$ cat src/rtl/l1_trigger_event_fifo_if.sv
// AXI4-Stream event channel between the trigger event FIFO and the readout path.
interface l1_trigger_event_fifo_if;
  logic [63:0] tdata;
  logic        tvalid;
  logic        tready;

  modport master (output tdata, output tvalid, input tready);
  modport slave  (input tdata, input tvalid, output tready);
endinterface

$ cat src/rtl/l1_trigger_event_fifo.sv
// Turns per-beam trigger rising edges into timestamped events with retrigger
// holdoff, buffers them in a FIFO and streams them out with drop accounting.
module l1_trigger_event_fifo #(
  parameter int NBEAMS          = 2,
  parameter int HOLDOFF_BITS    = 8,
  parameter int FIFO_DEPTH_LOG2 = 4
) (
  input  logic                       aclk,
  input  logic                       reset_i,
  input  logic [NBEAMS-1:0]          trig_i,
  input  logic                       enable_i,
  input  logic [HOLDOFF_BITS-1:0]    holdoff_i,
  l1_trigger_event_fifo_if.master    evt,
  output logic [15:0]                dropped_o
);

  localparam int DEPTH = 1 << FIFO_DEPTH_LOG2;
  localparam logic [FIFO_DEPTH_LOG2:0] FULL_OCC = {1'b1, {FIFO_DEPTH_LOG2{1'b0}}};

  logic [31:0]                ts_q, ts_d, ts_r_q, ts_r_d;
  logic [NBEAMS-1:0]          trig_r_q, trig_r_d, trig_rr_q, trig_rr_d;
  logic [HOLDOFF_BITS-1:0]    ho_q [NBEAMS];
  logic [HOLDOFF_BITS-1:0]    ho_d [NBEAMS];
  logic [FIFO_DEPTH_LOG2-1:0] wr_ptr_q, wr_ptr_d, rd_ptr_q, rd_ptr_d;
  logic [FIFO_DEPTH_LOG2:0]   mem_cnt_q, mem_cnt_d, occ_q, occ_d;
  logic [63:0]                mem_q [DEPTH];
  logic                       out_valid_q, out_valid_d;
  logic [63:0]                out_data_q, out_data_d;
  logic [7:0]                 pend_q, pend_d;
  logic [15:0]                dropped_q, dropped_d;

  logic [NBEAMS-1:0] edge_s, qual_s;
  logic [15:0]       mask_s;
  logic [63:0]       wr_data_s;
  logic              full_s, push_s, drop_s, pop_s, load_s;

  // Next-state logic: edge detect, holdoff, push/drop decision and output stage.
  // Occupancy includes the output register, so the whole path holds DEPTH events.
  always_comb begin
    ts_d      = ts_q + 32'd1;
    ts_r_d    = ts_q;
    trig_r_d  = trig_i;
    trig_rr_d = trig_r_q;
    edge_s    = trig_r_q & ~trig_rr_q;
    qual_s    = {NBEAMS{1'b0}};
    for (int b = 0; b < NBEAMS; b++) begin
      qual_s[b] = edge_s[b] & enable_i & (ho_q[b] == {HOLDOFF_BITS{1'b0}});
      if (qual_s[b]) begin
        ho_d[b] = holdoff_i;
      end else if (ho_q[b] != {HOLDOFF_BITS{1'b0}}) begin
        ho_d[b] = ho_q[b] - HOLDOFF_BITS'(1);
      end else begin
        ho_d[b] = ho_q[b];
      end
    end

    mask_s               = 16'h0000;
    mask_s[NBEAMS-1:0]   = qual_s;
    wr_data_s            = {8'h00, pend_q, mask_s, ts_r_q};
    full_s               = (occ_q == FULL_OCC);
    push_s               = (|qual_s) & ~full_s;
    drop_s               = (|qual_s) & full_s;
    pop_s                = out_valid_q & evt.tready;
    load_s               = (~out_valid_q | pop_s) & (mem_cnt_q != {(FIFO_DEPTH_LOG2+1){1'b0}});

    wr_ptr_d  = wr_ptr_q + FIFO_DEPTH_LOG2'(push_s);
    rd_ptr_d  = rd_ptr_q + FIFO_DEPTH_LOG2'(load_s);
    mem_cnt_d = mem_cnt_q + (FIFO_DEPTH_LOG2+1)'(push_s) - (FIFO_DEPTH_LOG2+1)'(load_s);
    occ_d     = occ_q + (FIFO_DEPTH_LOG2+1)'(push_s) - (FIFO_DEPTH_LOG2+1)'(pop_s);

    if (load_s) begin
      out_valid_d = 1'b1;
      out_data_d  = mem_q[rd_ptr_q];
    end else if (pop_s) begin
      out_valid_d = 1'b0;
      out_data_d  = out_data_q;
    end else begin
      out_valid_d = out_valid_q;
      out_data_d  = out_data_q;
    end

    if (push_s) begin
      pend_d = 8'h00;
    end else if (drop_s && (pend_q != 8'hFF)) begin
      pend_d = pend_q + 8'd1;
    end else begin
      pend_d = pend_q;
    end

    if (drop_s && (dropped_q != 16'hFFFF)) begin
      dropped_d = dropped_q + 16'd1;
    end else begin
      dropped_d = dropped_q;
    end
  end

  // State registers.
  always_ff @(posedge aclk or posedge reset_i) begin
    if (reset_i) begin
      ts_q        <= 32'd0;
      ts_r_q      <= 32'd0;
      trig_r_q    <= {NBEAMS{1'b0}};
      trig_rr_q   <= {NBEAMS{1'b0}};
      for (int b = 0; b < NBEAMS; b++) ho_q[b] <= {HOLDOFF_BITS{1'b0}};
      wr_ptr_q    <= {FIFO_DEPTH_LOG2{1'b0}};
      rd_ptr_q    <= {FIFO_DEPTH_LOG2{1'b0}};
      mem_cnt_q   <= {(FIFO_DEPTH_LOG2+1){1'b0}};
      occ_q       <= {(FIFO_DEPTH_LOG2+1){1'b0}};
      out_valid_q <= 1'b0;
      out_data_q  <= 64'd0;
      pend_q      <= 8'h00;
      dropped_q   <= 16'h0000;
    end else begin
      ts_q        <= ts_d;
      ts_r_q      <= ts_r_d;
      trig_r_q    <= trig_r_d;
      trig_rr_q   <= trig_rr_d;
      for (int b = 0; b < NBEAMS; b++) ho_q[b] <= ho_d[b];
      wr_ptr_q    <= wr_ptr_d;
      rd_ptr_q    <= rd_ptr_d;
      mem_cnt_q   <= mem_cnt_d;
      occ_q       <= occ_d;
      out_valid_q <= out_valid_d;
      out_data_q  <= out_data_d;
      pend_q      <= pend_d;
      dropped_q   <= dropped_d;
    end
  end

  // Event storage; contents are don't-care until written, pointers guard reads.
  always_ff @(posedge aclk) begin
    if (push_s) begin
      mem_q[wr_ptr_q] <= wr_data_s;
    end
  end

  assign evt.tdata  = out_data_q;
  assign evt.tvalid = out_valid_q;
  assign dropped_o  = dropped_q;

endmodule
$ cat src/flat_wrapper.sv
// flat-port wrapper written by rule: the top's interface ports become plain ports
module l1_trigger_event_fifo_flat 
#(
  parameter int NBEAMS          = 2,
  parameter int HOLDOFF_BITS    = 8,
  parameter int FIFO_DEPTH_LOG2 = 4
)
  (aclk, reset_i, trig_i, enable_i, holdoff_i, dropped_o, evt_tdata, evt_tvalid, evt_tready);
  l1_trigger_event_fifo_if evt_i ();
  input  logic aclk;
  input  logic reset_i;
  input  logic [NBEAMS-1:0] trig_i;
  input  logic enable_i;
  input  logic [HOLDOFF_BITS-1:0] holdoff_i;
  output logic [15:0] dropped_o;
  output wire logic [$bits(evt_i.tdata)-1:0] evt_tdata;
  output wire logic [$bits(evt_i.tvalid)-1:0] evt_tvalid;
  input wire logic [$bits(evt_i.tready)-1:0] evt_tready;
  assign evt_tdata = evt_i.tdata;
  assign evt_tvalid = evt_i.tvalid;
  assign evt_i.tready = evt_tready;
  l1_trigger_event_fifo #(.NBEAMS(NBEAMS), .HOLDOFF_BITS(HOLDOFF_BITS), .FIFO_DEPTH_LOG2(FIFO_DEPTH_LOG2)) u_core (.aclk(aclk), .reset_i(reset_i), .trig_i(trig_i), .enable_i(enable_i), .holdoff_i(holdoff_i), .evt(evt_i), .dropped_o(dropped_o));
endmodule
$ cat config.mk
export PLATFORM = sky130hd
export DESIGN_NAME = l1_trigger_event_fifo_flat
export DESIGN_NICKNAME = d
export VERILOG_FILES = /design/src/rtl/l1_trigger_event_fifo_if.sv /design/src/rtl/l1_trigger_event_fifo.sv /design/src/flat_wrapper.sv
export SDC_FILE = /design/constraint.sdc
export NUM_CORES = 1
export LEC_CHECK = 0
export CORE_MARGIN = 8
export CORE_UTILIZATION = 40
export CTS_CLUSTER_DIAMETER = 40
export DETAILED_ROUTE_END_ITERATION = 8
export GPL_TIMING_DRIVEN = 0
export PLACE_DENSITY = 0.59
export SLEW_MARGIN = 20
export SYNTH_ARGS = -nofsm -noshare
export SYNTH_HDL_FRONTEND = slang
export SYNTH_SLANG_ARGS = --single-unit
$ cat constraint.sdc
create_clock -name aclk -period 8.82 [get_ports aclk]
set_clock_uncertainty 0.15 [all_clocks]
set_input_delay 1.764 -clock aclk [delete_from_list [all_inputs] [get_ports aclk]]
set_output_delay 1.764 -clock aclk [all_outputs]
set_load 0.03 [all_outputs]
## After elaboration in Yosys (flattened, before gate mapping)

Memories as Yosys holds them, arrays and structs flattened. A register that Yosys moved wholly into a read port is not among the register bits.
Cells that the tools add are included.

| storage, ports and cells | value |
|---|---|
| bits in registers | 191 |
| bits in writable memories | 672 |
| input bits | 14 |
| memories kept | 1 |

| cells by class | value |
|---|---|
| add/sub/neg operators | 11 |
| equal/unequal tests | 3 |
| muxes and demuxes | 10 |
| bitwise operators | 13 |
| reduce and logical (&&, ||, !) cells | 12 |

Memory list:

| memory | words | width | rd ports | clocked after Yosys merged registers in | write ports | line | text |
|---|---|---|---|---|---|---|---|
| u_core.mem_q | 16 | 42 | 1 | 1 | 1 | l1_trigger_event_fifo.sv:26 | `logic [63:0] mem_q [DEPTH];` |

Operators by type and width:

| cell | count |
|---|---|
| $mux 8 | 6 |
| $add 32x1->32 const B | 1 |
| $add 16x1->16 const B | 1 |
| $logic_not 8->1 | 2 |
| $ne 16x16->1 const B | 1 |
| $reduce_bool 8->1 | 2 |
| $sub 8x1->8 const B | 2 |
| $add 5x1->5 | 2 |
| $sub 5x1->5 | 2 |
| $add 4x1->4 | 2 |
| $add 8x1->8 const B | 1 |
| $and 1x1->1 | 8 |
| $ne 8x8->1 const B | 1 |
| $reduce_bool 2->1 | 4 |
| $eq 5x5->1 const B | 1 |
| $reduce_bool 5->1 | 1 |
| $mux 1 | 4 |
| $and 2x2->2 | 1 |
| $logic_and 1x1->1 | 2 |
| $not 1->1 | 2 |
| $not 2->2 | 1 |
| $reduce_or 2->1 | 1 |
| $or 1x1->1 | 1 |

## Depth between registers and ports, before layout

Gate-level depths: netlist of the first run.

| logic depth | value |
|---|---|
| depth after elaboration | 9 |
| depth in mapped cells | 16 |

## Worst setup path before layout of the first run

No wires, ideal clock.

| timing path | value |
|---|---|
| path kind | input-to-reg |
| start | input port enable_i |
| end | memory u_core.mem_q[3][0] in the netlist's numbering, enable pin |
| arrival | 5.937 ns |
| data required time | 8.177 ns |
| path slack | 2.239 ns |
| stages on the path | 6 |
| path buffers | 1 |
| path through | nand3b_1 > nor4_4 > o21a_1 > buf_4 > nand3_1 > nor3_1 |

| between the ends | value |
|---|---|
| cells in the longest elaborated chain, start to end | 6 |

RTL lines:

| what | line | text |
|---|---|---|
| from (decl) | flat_wrapper.sv:13 | `input logic enable_i;` |
| $and 1x1->1 (2 in a row) | l1_trigger_event_fifo.sv:47 | `qual_s[b] = edge_s[b] & enable_i & (ho_q[b] == {HOLDOFF_BITS{1'b0}});` |
| named net u_core.mask_s[0] | l1_trigger_event_fifo.sv:33 | `logic [15:0] mask_s;` |
| $reduce_or 2->1 | l1_trigger_event_fifo.sv:61 | `push_s = (\|qual_s) & ~full_s;` |
| $and 1x1->1 | l1_trigger_event_fifo.sv:61 |  |
| $mux 1 | l1_trigger_event_fifo.sv:132 | `if (push_s) begin` |
| $mux 1 (implied by the code) | l1_trigger_event_fifo.sv:133 | `mem_q[wr_ptr_q] <= wr_data_s;` |
| to (decl) | l1_trigger_event_fifo.sv:26 |  |

The timed path passes the listed nets, and every way through them passes these cells.

## Final worst setup path of the first run

| timing path | value |
|---|---|
| start | input port evt_tready |
| end | register u_core.mem_cnt_q[4] |

| between the ends | value |
|---|---|
| cells in the longest elaborated chain, start to end | 4 |

RTL lines:

| what | line | text |
|---|---|---|
| from (decl) | flat_wrapper.sv:18 | `input wire logic [$bits(evt_i.tready)-1:0] evt_tready;` |
| $and 1x1->1 | l1_trigger_event_fifo.sv:63 | `pop_s = out_valid_q & evt.tready;` |
| $or 1x1->1 | l1_trigger_event_fifo.sv:64 | `load_s = (~out_valid_q \| pop_s) & (mem_cnt_q != {(FIFO_DEPTH_LOG2+1){1'b0}});` |
| $and 1x1->1 | l1_trigger_event_fifo.sv:64 |  |
| named net u_core.load_s | l1_trigger_event_fifo.sv:35 | `logic full_s, push_s, drop_s, pop_s, load_s;` |
| $sub 5x1->5 | l1_trigger_event_fifo.sv:68 | `mem_cnt_d = mem_cnt_q + (FIFO_DEPTH_LOG2+1)'(push_s) - (FIFO_DEPTH_LOG2+1)'(load_s);` |
| named net u_core.mem_cnt_d[4] | l1_trigger_event_fifo.sv:25 | `logic [FIFO_DEPTH_LOG2:0] mem_cnt_q, mem_cnt_d, occ_q, occ_d;` |
| to (signal assigned) | l1_trigger_event_fifo.sv:107 | `mem_cnt_q <= {(FIFO_DEPTH_LOG2+1){1'b0}};` |
| to (signal assigned) | l1_trigger_event_fifo.sv:121 | `mem_cnt_q <= mem_cnt_d;` |
| to (decl) | l1_trigger_event_fifo.sv:25 |  |

The timed path passes the listed nets, and every way through them passes these cells.
A chain may end at the register's enable or synchronous reset.

==> results of run 1 <==
-- placed cells by master (no fill, tap or decap), drive strengths merged, types with 7 or more instances in the layout --
master,count
a22oi,21
inv,54
o21ai,30
conb,22
nor4,11
nand4,10
edfxtp,672
nand2,108
nand3,31
xor2,20
buf,117
nor3,18
nor2,114
mux2i,149
ha,21
a31oi,24
bufinv,12
a221oi,37
clkbuf,175
a21oi,73
clkdlybuf4s50,72
dfrtp,169
clkinv,33
mux4,105
xnor2,40
and3,7
-- stage by stage --
| stage | total power [mW] | cell area (µm²) | instances |
|---|---|---|---|
| 2_1_floorplan | 6.01 | 32800 | 1886 |
| 3_3_place_gp | 6.92 | 34900 | 3028 |
| 3_5_place_dp | 6.96 | 35900 | 3080 |
| 4_1_cts | 11.5 | 39700 | 3285 |
| 5_1_grt | 11.8 | 39700 | 3285 |
| 6_report | 11.3 | 39700 | 3285 |
-- cell families after synthesis --
family                     count (synthesis)
buffers and inverters                    140
DFF                                      841
adders and majority gates                 23
and+or+nand+nor                          335
xor gates and xnor gates                  60
AOI/OAI and AO/OA                        210
other                                      1
muxes                                    255
-- how the worst max path moves through the flow --
stage	from	end	slack, ns	cells after the start
6_report	evt_tready	u_core.mem_cnt_q[4]	3.25	15
5_1_grt	evt_tready	u_core.mem_cnt_q[4]	3.06	15
4_1_cts	evt_tready	u_core.mem_cnt_q[4]	3.26	15
3_5_place_dp	evt_tready	u_core.mem_cnt_q[4]	2.56	15
3_3_place_gp	enable_i	u_core.mem_q[1][26]	-2.50	7
2_1_floorplan	enable_i	u_core.mem_q[3][0]	2.24	6
-- cell type report --
| type | instances | area, µm² |
|---|---|---|
| buffer | 108 | 537 |
| clock buffer | 132 | 2910 |
| clock inverter | 73 | 880 |
| fill | 6715 | 41900 |
| inverter | 32 | 128 |
| multi-input combinational | 905 | 7870 |
| sequential | 841 | 24400 |
| tap | 1070 | 1340 |
| timing repair buffer | 124 | 1580 |
-- sequential cells by signal, summed over array words and instances, names as in the netlist, 4 cells and up --
| register | flops |
|---|---|
| u_core.mem_cnt_q | 5 |
| u_core.rd_ptr_q | 4 |
| u_core.ho_q | 16 |
| u_core.dropped_o | 16 |
| u_core.ts_r_q | 32 |
| u_core.wr_ptr_q | 4 |
| u_core.evt.tdata | 42 |
| u_core.occ_q | 5 |
| u_core.mem_q | 672 |
| u_core.pend_q | 8 |
| u_core.ts_q | 32 |
-- per-layer routing --
| layer | vias to the layer above | global-route usage, % | share of wire [%] |
|---|---|---|---|
| met5 | - | 0 | 0 |
| met4 | 0 | 5.33 | 2.5 |
| met3 | 115 | 3.45 | 5.7 |
| met2 | 520 | 28.4 | 49 |
| met1 | 9262 | 22.8 | 43 |
| li1 | 7803 | - | - |
-- power groups by stage --
stage | sequential, mW | clock [mW] | combinational [mW]
global route | 4.48 | 4.76 | 2.55
CTS | 4.47 | 4.59 | 2.42
finish | 4.46 | 4.51 | 2.37
global placement | 4.54 | 0 | 2.38
detailed placement | 4.54 | 0 | 2.41
floorplan | 4.70 | 0 | 1.30
==> reports/qor.csv, run 1 <==
stage,metric,value,unit
status,status,completed,
logic_synthesis,Synth area leader,sky130_fd_sc_hd__edfxtp_1,
logic_synthesis,cell count after synthesis,1865,
setup_path,most repeated library cell on the critical path,sky130_fd_sc_hd__inv_1,
power,peak ir drop on the vdd network,0.246,mV
clock_network,total number of clock tree sinks,841,
clock_network,hold-fix buffer count after cts,0,
logic_synthesis,post-synthesis average cell area,17.6,µm²
hold_path,path type of the worst min-delay path,flip-flop to flip-flop,
clock_network,post-cts resize count,0,
detailed_routing,length of the first detailed-routing pass in iterations,5,
setup_path,element type at the critical path end,flip-flop,
detailed_routing,Detailed Route WL,77.9,mm
clock_network,Max Root-Sink Buffers,3,
clock_network,clock latency reported for the late side of the worst-skew pair,0.67,ns
logic_synthesis,cell with the most instances after synthesis,sky130_fd_sc_hd__edfxtp_1,
logic_synthesis,XOR/XNOR share of the synthesized area,1.60,%
detailed_routing,via density per instance,5.39,
global_routing,wire length of the first global-routing pass,117,mm
global_routing,pin count of the biggest net entering global routing,87,
timing,final critical-path required period,5.57,ns
logic_synthesis,area of the mapped netlist,32700,µm²
layout,final standard cell utilization of the core,48.6,%
global_routing,initial antenna violation count,0,
power,leakage power summed over all cells,15.3,nW
detailed_routing,number of DRC violations after detailed-routing iteration 0,1528,
hold_path,number of stages on the worst hold path,0,
clock_network,buffers inserted during post-CTS setup optimization,0,
logic_synthesis,cell types with the highest counts after synthesis,"sky130_fd_sc_hd__edfxtp_1, sky130_fd_sc_hd__dfrtp_1, sky130_fd_sc_hd__mux2i_1, sky130_fd_sc_hd__nor2_1, sky130_fd_sc_hd__nand2_1",
timing,RSZ-0062 raised after global routing,no,
setup_path,cell at the slowest stage of the critical path,sky130_fd_sc_hd__clkbuf_1,
logic_synthesis,top post-synthesis cells by area,"sky130_fd_sc_hd__edfxtp_1, sky130_fd_sc_hd__dfrtp_1, sky130_fd_sc_hd__mux4_2",
setup_path,type of origin of the critical path,input port,
clock_network,H-tree Lvls,3,
setup_path,Crit path max-delay family,buffers and inverters,
logic_synthesis,count of distinct cell types in the synthesized netlist,65,
setup_path,CP max stage delay,0.85,ns
power,Comb power frac,20.9,%
global_routing,global router's overall resource usage,17.1,%
timing,total count of max-transition violations in the final report,0,
timing,share of the clock period used by the worst path,63.1,%
die,num ports,95,
timing,Finish-stage setup viols,0,
global_routing,vias in the first global route,18600,
logic_synthesis,share of the synthesized area in compound gates (AO/OA/AOI/OAI),4.23,%
logic_synthesis,"arithmetic-cell share of the synthesized area counting full adders, half adders and majority gates",0.925,%
clock_network,"Reg clk slew, reported paths",0.06,ns
setup_path,Crit Reg-Reg Startpoint,u_core.mem_cnt_q[3],
logic_synthesis,register bit count reported by yosys,841,
timing,worst hold margin,0.249,ns
layout,fraction of layout cells with a size suffix above 1,19.5,%
die,die extent in y,302,µm
setup_path,cells traversed along the worst timing path,"clkdlybuf4s50_1, inv_1, a21oi_1, clkbuf_1, clkbuf_1, ha_1, inv_1, ha_1, inv_1, fa_1, inv_1, a21oi_1, nor2_1, nor2_1, xnor2_1",
setup_path,number of buffer and inverter instances along the worst setup path,7,
logic_synthesis,main combinational cell family by area after synthesis,multiplexers,
setup_path,Worst R2R End,u_core.mem_cnt_q[4],
logic_synthesis,dominant synthesized flop cell,sky130_fd_sc_hd__edfxtp_1,
setup_path,worst r2r path cells,16,
detailed_routing,vias after detailed routing,17700,
die,Chip Width,302,µm
power,share of total power in the clock network,39.8,%
power,Sw Pwr,3.40,mW
logic_synthesis,number of synthesis warnings,0,
power,net switching share of the total power,30.0,%
timing,Worst Max-Slew Pin Slew,1.06,ns
timing,highest achievable clock rate,180,MHz
logic_synthesis,post-synth top area share,61.6,%
setup_path,critical path arrival,5.96,ns
logic_synthesis,number of synthesized flops with an enable pin,672,
timing,final worst-path setup slack,3.25,ns
layout,final net count,2157,
clock_network,TritonCTS clock tree,yes,
power,P per Cell Area,286,nW/µm²
logic_synthesis,mux cell area share after synthesis,11.8,%
setup_path,Worst Path Max Fanout,11,
layout,layout overhead on the synthesized area,21.1,%
layout,diode count,0,
placed_design,Final Wtd Congestion,0.766,
flow_run,max_cap viols,0,
placed_design,number of I/O port buffers,72,
setup_path,critical path start-end classification,input port to flip-flop,
power,sequential share of power,39.3,%
die,Cell Rows,105,
setup_path,CP required,9.21,ns
timing,relative slew slack,29.3,%
setup_path,flop2flop setup slack,4.09,ns
clock_network,CTS Root Cell,sky130_fd_sc_hd__clkbuf_16,
hold_path,Worst Hold End,u_core.ts_r_q[31],
global_routing,"Remaining Overflow, GRT",0,
die,Initial Util,40.1,%
clock_network,CTS Buf Count,108,
detailed_routing,average routed wire per standard cell,23.7,µm
placed_design,worst slack after detailed placement,2.56,ns
logic_synthesis,sequential area share after synthesis,74.5,%
hold_path,start point of the worst min-delay path,u_core.ts_q[31],
detailed_routing,post-route ant nets,0,
detailed_routing,drc violations,0,
die,die outline area,91300,µm²
placed_design,Detail Placement HPWL,51.9,mm
power,Pint,7.95,mW
logic_synthesis,fraction of registers with async set or reset after synthesis,20.1,%
timing,count of endpoints failing hold in the final timing report,0,
die,Core Area,81600,µm²
timing,setup_tns,0,ns
logic_synthesis,simple-gate share of the synthesized area,4.88,%
(Power assumes the default switching activity.)
==> inputs of run 2 (changes only) <==
==> constraint.sdc (replaced) <==
create_clock -name aclk -period 5.2 [get_ports aclk]
set_clock_uncertainty 0.15 [all_clocks]
set_input_delay 1.04 -clock aclk [delete_from_list [all_inputs] [get_ports aclk]]
set_output_delay 1.04 -clock aclk [all_outputs]
set_load 0.03 [all_outputs]
==> reports/qor.csv, run 2 (same netlist as run 1, synthesis figures left out) <==
stage,metric,value,unit,change
die,Core Area,81600,µm²,unchanged
setup_path,element type at the critical path end,flip-flop,,
clock_network,CTS Root Cell,sky130_fd_sc_hd__clkbuf_16,,
timing,total count of max-transition violations in the final report,0,,unchanged
hold_path,Worst Hold End,u_core.trig_rr_q[0],,
power,leakage power summed over all cells,15.3,nW,-0.22%
hold_path,path type of the worst min-delay path,flip-flop to flip-flop,,
power,P per Cell Area,485,nW/µm²,+70%
global_routing,vias in the first global route,18500,,-0.57%
die,Initial Util,40.1,%,unchanged
layout,"leading cell type in the layout, fill and taps excluded",sky130_fd_sc_hd__edfxtp_1,,
placed_design,Detail Placement HPWL,52.3,mm,+0.82%
timing,share of the clock period used by the worst path,91.9,%,
die,Cell Rows,105,,unchanged
power,peak ir drop on the vdd network,0.298,mV,+21%
placed_design,number of I/O port buffers,72,,unchanged
clock_network,clock latency reported for the late side of the worst-skew pair,0.64,ns,-0.03 ns
setup_path,critical path arrival,5.16,ns,-0.80 ns
global_routing,pin count of the biggest net entering global routing,33,,-62%
placed_design,Final Wtd Congestion,0.751,,-2.0%
clock_network,post-cts resize count,0,,unchanged
clock_network,"Reg clk slew, reported paths",0.06,ns,about the same
timing,Worst Max-Slew Pin Slew,1.14,ns,+0.0800 ns
layout,most used cells in the layout excluding fill and tap cells,"sky130_fd_sc_hd__edfxtp_1, sky130_fd_sc_hd__dfrtp_1, sky130_fd_sc_hd__mux2i_1, sky130_fd_sc_hd__clkbuf_16, sky130_fd_sc_hd__nand2_1",,
flow_run,max_cap viols,0,,unchanged
layout,fraction of layout cells with a size suffix above 1,19.3,%,-0.24 points
detailed_routing,drc violations,0,,unchanged
layout,final net count,2151,,-0.28%
timing,count of endpoints failing hold in the final timing report,0,,unchanged
layout,diode count,0,,unchanged
timing,RSZ-0062 raised after global routing,no,,
layout,flip-flop count of the largest register after layout,672,,unchanged
die,die extent in y,302,µm,unchanged
timing,Finish-stage setup viols,0,,unchanged
layout,final standard cell utilization of the core,48.8,%,+0.15 points
detailed_routing,via density per instance,5.36,,-0.56%
clock_network,hold-fix buffer count after cts,0,,unchanged
global_routing,global router's overall resource usage,16.9,%,-0.23 points
setup_path,Crit Reg-Reg Startpoint,u_core.mem_cnt_q[2],,
detailed_routing,length of the first detailed-routing pass in iterations,7,,+2
detailed_routing,average routed wire per standard cell,23.6,µm,-0.36%
hold_path,number of stages on the worst hold path,0,,unchanged
layout,"Most flops, register",u_core.mem_q,,
clock_network,TritonCTS clock tree,yes,,
status,status,completed,,
placed_design,cell count after placement,3076,,-0.13%
timing,highest achievable clock rate,209,MHz,
timing,final critical-path required period,4.78,ns,
setup_path,Worst R2R End,u_core.mem_cnt_q[4],,
layout,Final Instance Count excl. Fillers,3276,,-0.27%
setup_path,CP required,5.58,ns,-3.63 ns
timing,relative slew slack,23.9,%,-5.3 points
hold_path,start point of the worst min-delay path,u_core.trig_r_q[0],,
setup_path,flop2flop setup slack,0.56,ns,-3.53 ns
detailed_routing,post-route ant nets,0,,unchanged
clock_network,total number of clock tree sinks,841,,unchanged
die,die outline area,91300,µm²,unchanged
clock_network,CTS Buf Count,106,,-1.9%
clock_network,H-tree Lvls,3,,unchanged
setup_path,type of origin of the critical path,input port,,
global_routing,initial antenna violation count,0,,unchanged
setup_path,Worst Path Max Fanout,11,,unchanged
global_routing,"Remaining Overflow, GRT",0,,unchanged
detailed_routing,vias after detailed routing,17600,,-0.83%
die,Chip Width,302,µm,unchanged
die,num ports,95,,unchanged
power,Total Power Consumption,19.3,mW,+70%
layout,layout overhead on the synthesized area,21.5,%,
clock_network,Max Root-Sink Buffers,3,,unchanged
detailed_routing,Detailed Route WL,77.4,mm,-0.63%
setup_path,critical path start-end classification,input port to flip-flop,,
setup_path,worst r2r path cells,16,,unchanged
global_routing,wire length of the first global-routing pass,116,mm,-1.1%
clock_network,buffers inserted during post-CTS setup optimization,0,,unchanged
detailed_routing,number of DRC violations after detailed-routing iteration 0,1459,,-4.5%
-- run 2: through the flow --
step | TNS [ns] | cell area [µm²] | setup WS [ns] | hold slack, ns
global route | 0 | 39800 | 0.342 | 0.265
detailed placement | -0.161 | 36000 | -0.161 | 0.243
finish | 0 | 39800 | 0.419 | 0.251
global placement | -1800.21 | 34900 | -2.89 | 0.231
CTS | 0 | 39800 | 0.517 | 0.254
floorplan | 0 | 32800 | 0.463 | 0.217
-- run 2: final cells by class --
class	count	area [µm²]
inverter	32	124
tap	1070	1340
sequential	841	24400
clock buffer	127	2870
fill	6724	41800
clock inverter	73	927
multi-input combinational	905	7900
timing repair buffer	120	1680
buffer	108	537
-- run 2: critical path, cell delays in order --
cell                              delay (ns)
sky130_fd_sc_hd__clkdlybuf4s50_1        0.48
sky130_fd_sc_hd__inv_1                  0.05
sky130_fd_sc_hd__a21oi_1                0.51
sky130_fd_sc_hd__clkbuf_1               0.81
sky130_fd_sc_hd__clkbuf_1               0.84
sky130_fd_sc_hd__ha_1                   0.37
sky130_fd_sc_hd__inv_1                  0.06
sky130_fd_sc_hd__ha_1                   0.16
sky130_fd_sc_hd__inv_1                  0.05
sky130_fd_sc_hd__fa_1                   0.39
sky130_fd_sc_hd__inv_1                  0.07
sky130_fd_sc_hd__a21oi_1                0.05
sky130_fd_sc_hd__nor2_1                 0.08
sky130_fd_sc_hd__nor2_1                 0.06
sky130_fd_sc_hd__xnor2_1                0.11
-- run 2: worst max-delay path by stage --
stage,cells after the start,start,to,slack (ns)
after global routing,15,evt_tready,u_core.mem_cnt_q[4],0.34
after CTS,15,evt_tready,u_core.mem_cnt_q[4],0.52
after floorplan,6,enable_i,u_core.mem_q[15][0],0.46
final,15,evt_tready,u_core.mem_cnt_q[4],0.42
after global placement,7,enable_i,u_core.mem_q[7][27],-2.89
after detailed placement,15,evt_tready,u_core.mem_cnt_q[4],-0.16
-- run 2: metal layers --
metal	GRT usage (%)	part of all wire (%)	wire [µm]	vias up
li1	-	-	-	7779
met1	22.5	43	32900	9163
met2	28.3	49	38300	506
met3	2.75	5.7	4410	105
met4	5.45	2.3	1800	0
met5	0	0	0	-
-- run 2: report_power, final --
part,internal [mW],switching [mW]
sequential,7.41,0.176
clock,4.80,2.90
combinational,1.41,2.61
==> inputs of run 3 (changes only) <==
--- a/config.mk
+++ b/config.mk
@@ -7,6 +7,7 @@
 export LEC_CHECK = 0
 export CORE_MARGIN = 8
 export CORE_UTILIZATION = 40
+export CTS_BUF_LIST = sky130_fd_sc_hd__clkbuf_2 sky130_fd_sc_hd__clkbuf_4 sky130_fd_sc_hd__clkbuf_8
 export CTS_CLUSTER_DIAMETER = 40
 export DETAILED_ROUTE_END_ITERATION = 8
 export GPL_TIMING_DRIVEN = 0
==> reports/qor.csv, run 3 (same netlist as run 1, synthesis figures left out) <==
stage,metric,value,unit,change
hold_path,path type of the worst min-delay path,flip-flop to flip-flop,,
layout,"leading cell type in the layout, fill and taps excluded",sky130_fd_sc_hd__edfxtp_1,,
power,peak ir drop on the vdd network,0.363,mV,+22%
setup_path,Worst Path Max Fanout,11,,unchanged
setup_path,Crit Reg-Reg Startpoint,u_core.mem_cnt_q[2],,
hold_path,number of stages on the worst hold path,0,,unchanged
layout,Filler Cells Inserted,6836,,+1.7%
layout,most used cells in the layout excluding fill and tap cells,"sky130_fd_sc_hd__edfxtp_1, sky130_fd_sc_hd__dfrtp_1, sky130_fd_sc_hd__clkbuf_8, sky130_fd_sc_hd__mux2i_1, sky130_fd_sc_hd__nand2_1",,
setup_path,cells traversed along the worst timing path,"clkdlybuf4s50_1, inv_1, a21oi_1, clkbuf_1, clkbuf_1, ha_1, inv_1, ha_1, inv_1, fa_1, inv_1, a21oi_1, nor2_1, nor2_1, xnor2_1",,
clock_network,hold-fix buffer count after cts,0,,unchanged
detailed_routing,vias after detailed routing,17600,,+0.44%
power,leakage power summed over all cells,15.0,nW,-1.8%
timing,Finish-stage setup viols,0,,unchanged
layout,flip-flop count of the largest register after layout,672,,unchanged
global_routing,pin count of the biggest net entering global routing,33,,unchanged
die,Chip Width,302,µm,unchanged
timing,count of endpoints failing hold in the final timing report,0,,unchanged
power,Total Power Consumption,17.7,mW,-8.2%
detailed_routing,number of DRC violations after detailed-routing iteration 0,1445,,-0.96%
die,num ports,95,,unchanged
detailed_routing,via density per instance,5.29,,-1.2%
setup_path,cell at the slowest stage of the critical path,sky130_fd_sc_hd__clkbuf_1,,
clock_network,post-cts resize count,0,,unchanged
detailed_routing,average routed wire per standard cell,23.3,µm,-1.6%
setup_path,flop2flop setup slack,0.50,ns,-0.06 ns
global_routing,initial antenna violation count,1,,+1
die,Cell Rows,105,,unchanged
placed_design,number of I/O port buffers,72,,unchanged
clock_network,CTS Buf Count,140,,+32%
status,status,completed,,
flow_run,max_cap viols,0,,unchanged
setup_path,Worst R2R End,u_core.mem_cnt_q[4],,
clock_network,clock latency reported for the late side of the worst-skew pair,0.77,ns,+0.13 ns
setup_path,most repeated library cell on the critical path,sky130_fd_sc_hd__inv_1,,
layout,"Most flops, register",u_core.mem_q,,
setup_path,CP required,5.71,ns,+0.13 ns
timing,relative slew slack,24.3,%,+0.32 points
detailed_routing,drc violations,0,,unchanged
clock_network,total number of clock tree sinks,841,,unchanged
layout,layout overhead on the synthesized area,19.0,%,
hold_path,start point of the worst min-delay path,u_core.trig_r_q[0],,
timing,total count of max-transition violations in the final report,0,,unchanged
setup_path,critical path arrival,5.21,ns,+0.05 ns
hold_path,Worst Hold End,u_core.trig_rr_q[0],,
detailed_routing,length of the first detailed-routing pass in iterations,5,,-2
placed_design,Detail Placement HPWL,52.3,mm,unchanged
detailed_routing,post-route ant nets,0,,unchanged
timing,share of the clock period used by the worst path,90.4,%,-1.6 points
die,Initial Util,40.1,%,unchanged
clock_network,CTS Root Cell,sky130_fd_sc_hd__clkbuf_8,,
clock_network,buffers inserted during post-CTS setup optimization,0,,unchanged
setup_path,Crit path max-delay family,buffers and inverters,,
setup_path,element type at the critical path end,flip-flop,,
clock_network,TritonCTS clock tree,yes,,
die,die outline area,91300,µm²,unchanged
timing,highest achievable clock rate,213,MHz,+1.7%
clock_network,Max Root-Sink Buffers,3,,unchanged
setup_path,number of buffer and inverter instances along the worst setup path,7,,unchanged
global_routing,global router's overall resource usage,17.1,%,+0.16 points
clock_network,H-tree Lvls,4,,+1
die,die extent in y,302,µm,unchanged
layout,area taken by flip-flops and latches,24400,µm²,unchanged
layout,final net count,2185,,+1.6%
global_routing,wire length of the first global-routing pass,116,mm,about the same
clock_network,"Reg clk slew, reported paths",0.06,ns,about the same
setup_path,type of origin of the critical path,input port,,
layout,multi-input gate area in the final layout,7900,µm²,unchanged
setup_path,worst r2r path cells,16,,unchanged
layout,fraction of layout cells with a size suffix above 1,21.2,%,+1.9 points
power,P per Cell Area,455,nW/µm²,-6.3%
timing,final critical-path required period,4.70,ns,-0.0813 ns
setup_path,critical path start-end classification,input port to flip-flop,,
timing,RSZ-0062 raised after global routing,no,,
global_routing,"Remaining Overflow, GRT",0,,unchanged
placed_design,Final Wtd Congestion,0.751,,unchanged
detailed_routing,Detailed Route WL,77.5,mm,about the same
die,Core Area,81600,µm²,unchanged
setup_path,CP max stage delay,0.84,ns,about the same
layout,final standard cell utilization of the core,47.8,%,-1.0 points
timing,Worst Max-Slew Pin Slew,1.14,ns,-0.00487 ns
global_routing,vias in the first global route,18800,,+1.4%
[run 3: layout make-up]
| type | count | area share [%] |
|---|---|---|
| Sequential cell | 841 | 62.7 |
| Tap cell | 1070 | 3.44 |
| Buffer | 108 | 1.38 |
| Multi-Input combinational cell | 905 | 20.3 |
| Clock inverter | 47 | 1.20 |
| Inverter | 32 | 0.318 |
| Clock buffer | 207 | 6.43 |
| Timing Repair Buffer | 120 | 4.31 |
| Antenna cell | 1 | 0.00642 |
[run 3: metal layers]
metal  vias up  routed length (µm)  global-route usage (%)
met3       134                4280                    3.63
met1      9123               33100                    22.2
li1       7844                   -                       -
met5         -                   0                       0
met4         0                2020                    6.12
met2       530               38100                    28.3
[run 3: where the power goes]
group	internal (mW)	switching, mW
Clock	3.54	2.57
Sequential	7.41	0.175
Combinational	1.41	2.62
Total	12.4	5.36
[run 3: how the worst max path moves through the flow]
| stage | start | endpoint | slack, ns | depth (start not counted) |
|---|---|---|---|---|
| 3_3_place_gp | enable_i | u_core.mem_q[7][27] | -2.89 | 7 |
| 5_1_grt | u_core.mem_cnt_q[3] | u_core.mem_cnt_q[4] | 0.42 | 16 |
| 2_1_floorplan | enable_i | u_core.mem_q[15][0] | 0.46 | 6 |
| 6_report | evt_tready | u_core.mem_cnt_q[4] | 0.50 | 15 |
| 3_5_place_dp | evt_tready | u_core.mem_cnt_q[4] | -0.16 | 15 |
| 4_1_cts | u_core.mem_cnt_q[3] | u_core.mem_cnt_q[4] | 0.61 | 16 |
[run 3: worst register-to-register path, stage by stage (launching register included)]
cell and delay, ns:
sky130_fd_sc_hd__dfrtp_1 0.37, sky130_fd_sc_hd__inv_1 0.07, sky130_fd_sc_hd__ha_1 0.20, sky130_fd_sc_hd__nor4b_1 0.15, sky130_fd_sc_hd__a21oi_1 0.54, sky130_fd_sc_hd__clkbuf_1 0.83, sky130_fd_sc_hd__clkbuf_1 0.85, sky130_fd_sc_hd__ha_1 0.39
sky130_fd_sc_hd__inv_1 0.06, sky130_fd_sc_hd__ha_1 0.16, sky130_fd_sc_hd__inv_1 0.05, sky130_fd_sc_hd__fa_1 0.39, sky130_fd_sc_hd__inv_1 0.07, sky130_fd_sc_hd__a21oi_1 0.05, sky130_fd_sc_hd__nor2_1 0.08, sky130_fd_sc_hd__nor2_1 0.06
sky130_fd_sc_hd__xnor2_1 0.11
[run 3: per-stage QoR]
step	cell area, µm²	setup TNS [ns]	instances	hold slack, ns	setup slack [ns]
4_1_cts	39000	0	3330	0.256	0.613
2_1_floorplan	32800	0	1886	0.217	0.463
6_report	39000	0	3331	0.253	0.500
3_5_place_dp	36000	-0.161	3076	0.243	-0.161
3_3_place_gp	34900	-1800.21	3028	0.231	-2.89
5_1_grt	39000	0	3331	0.268	0.424
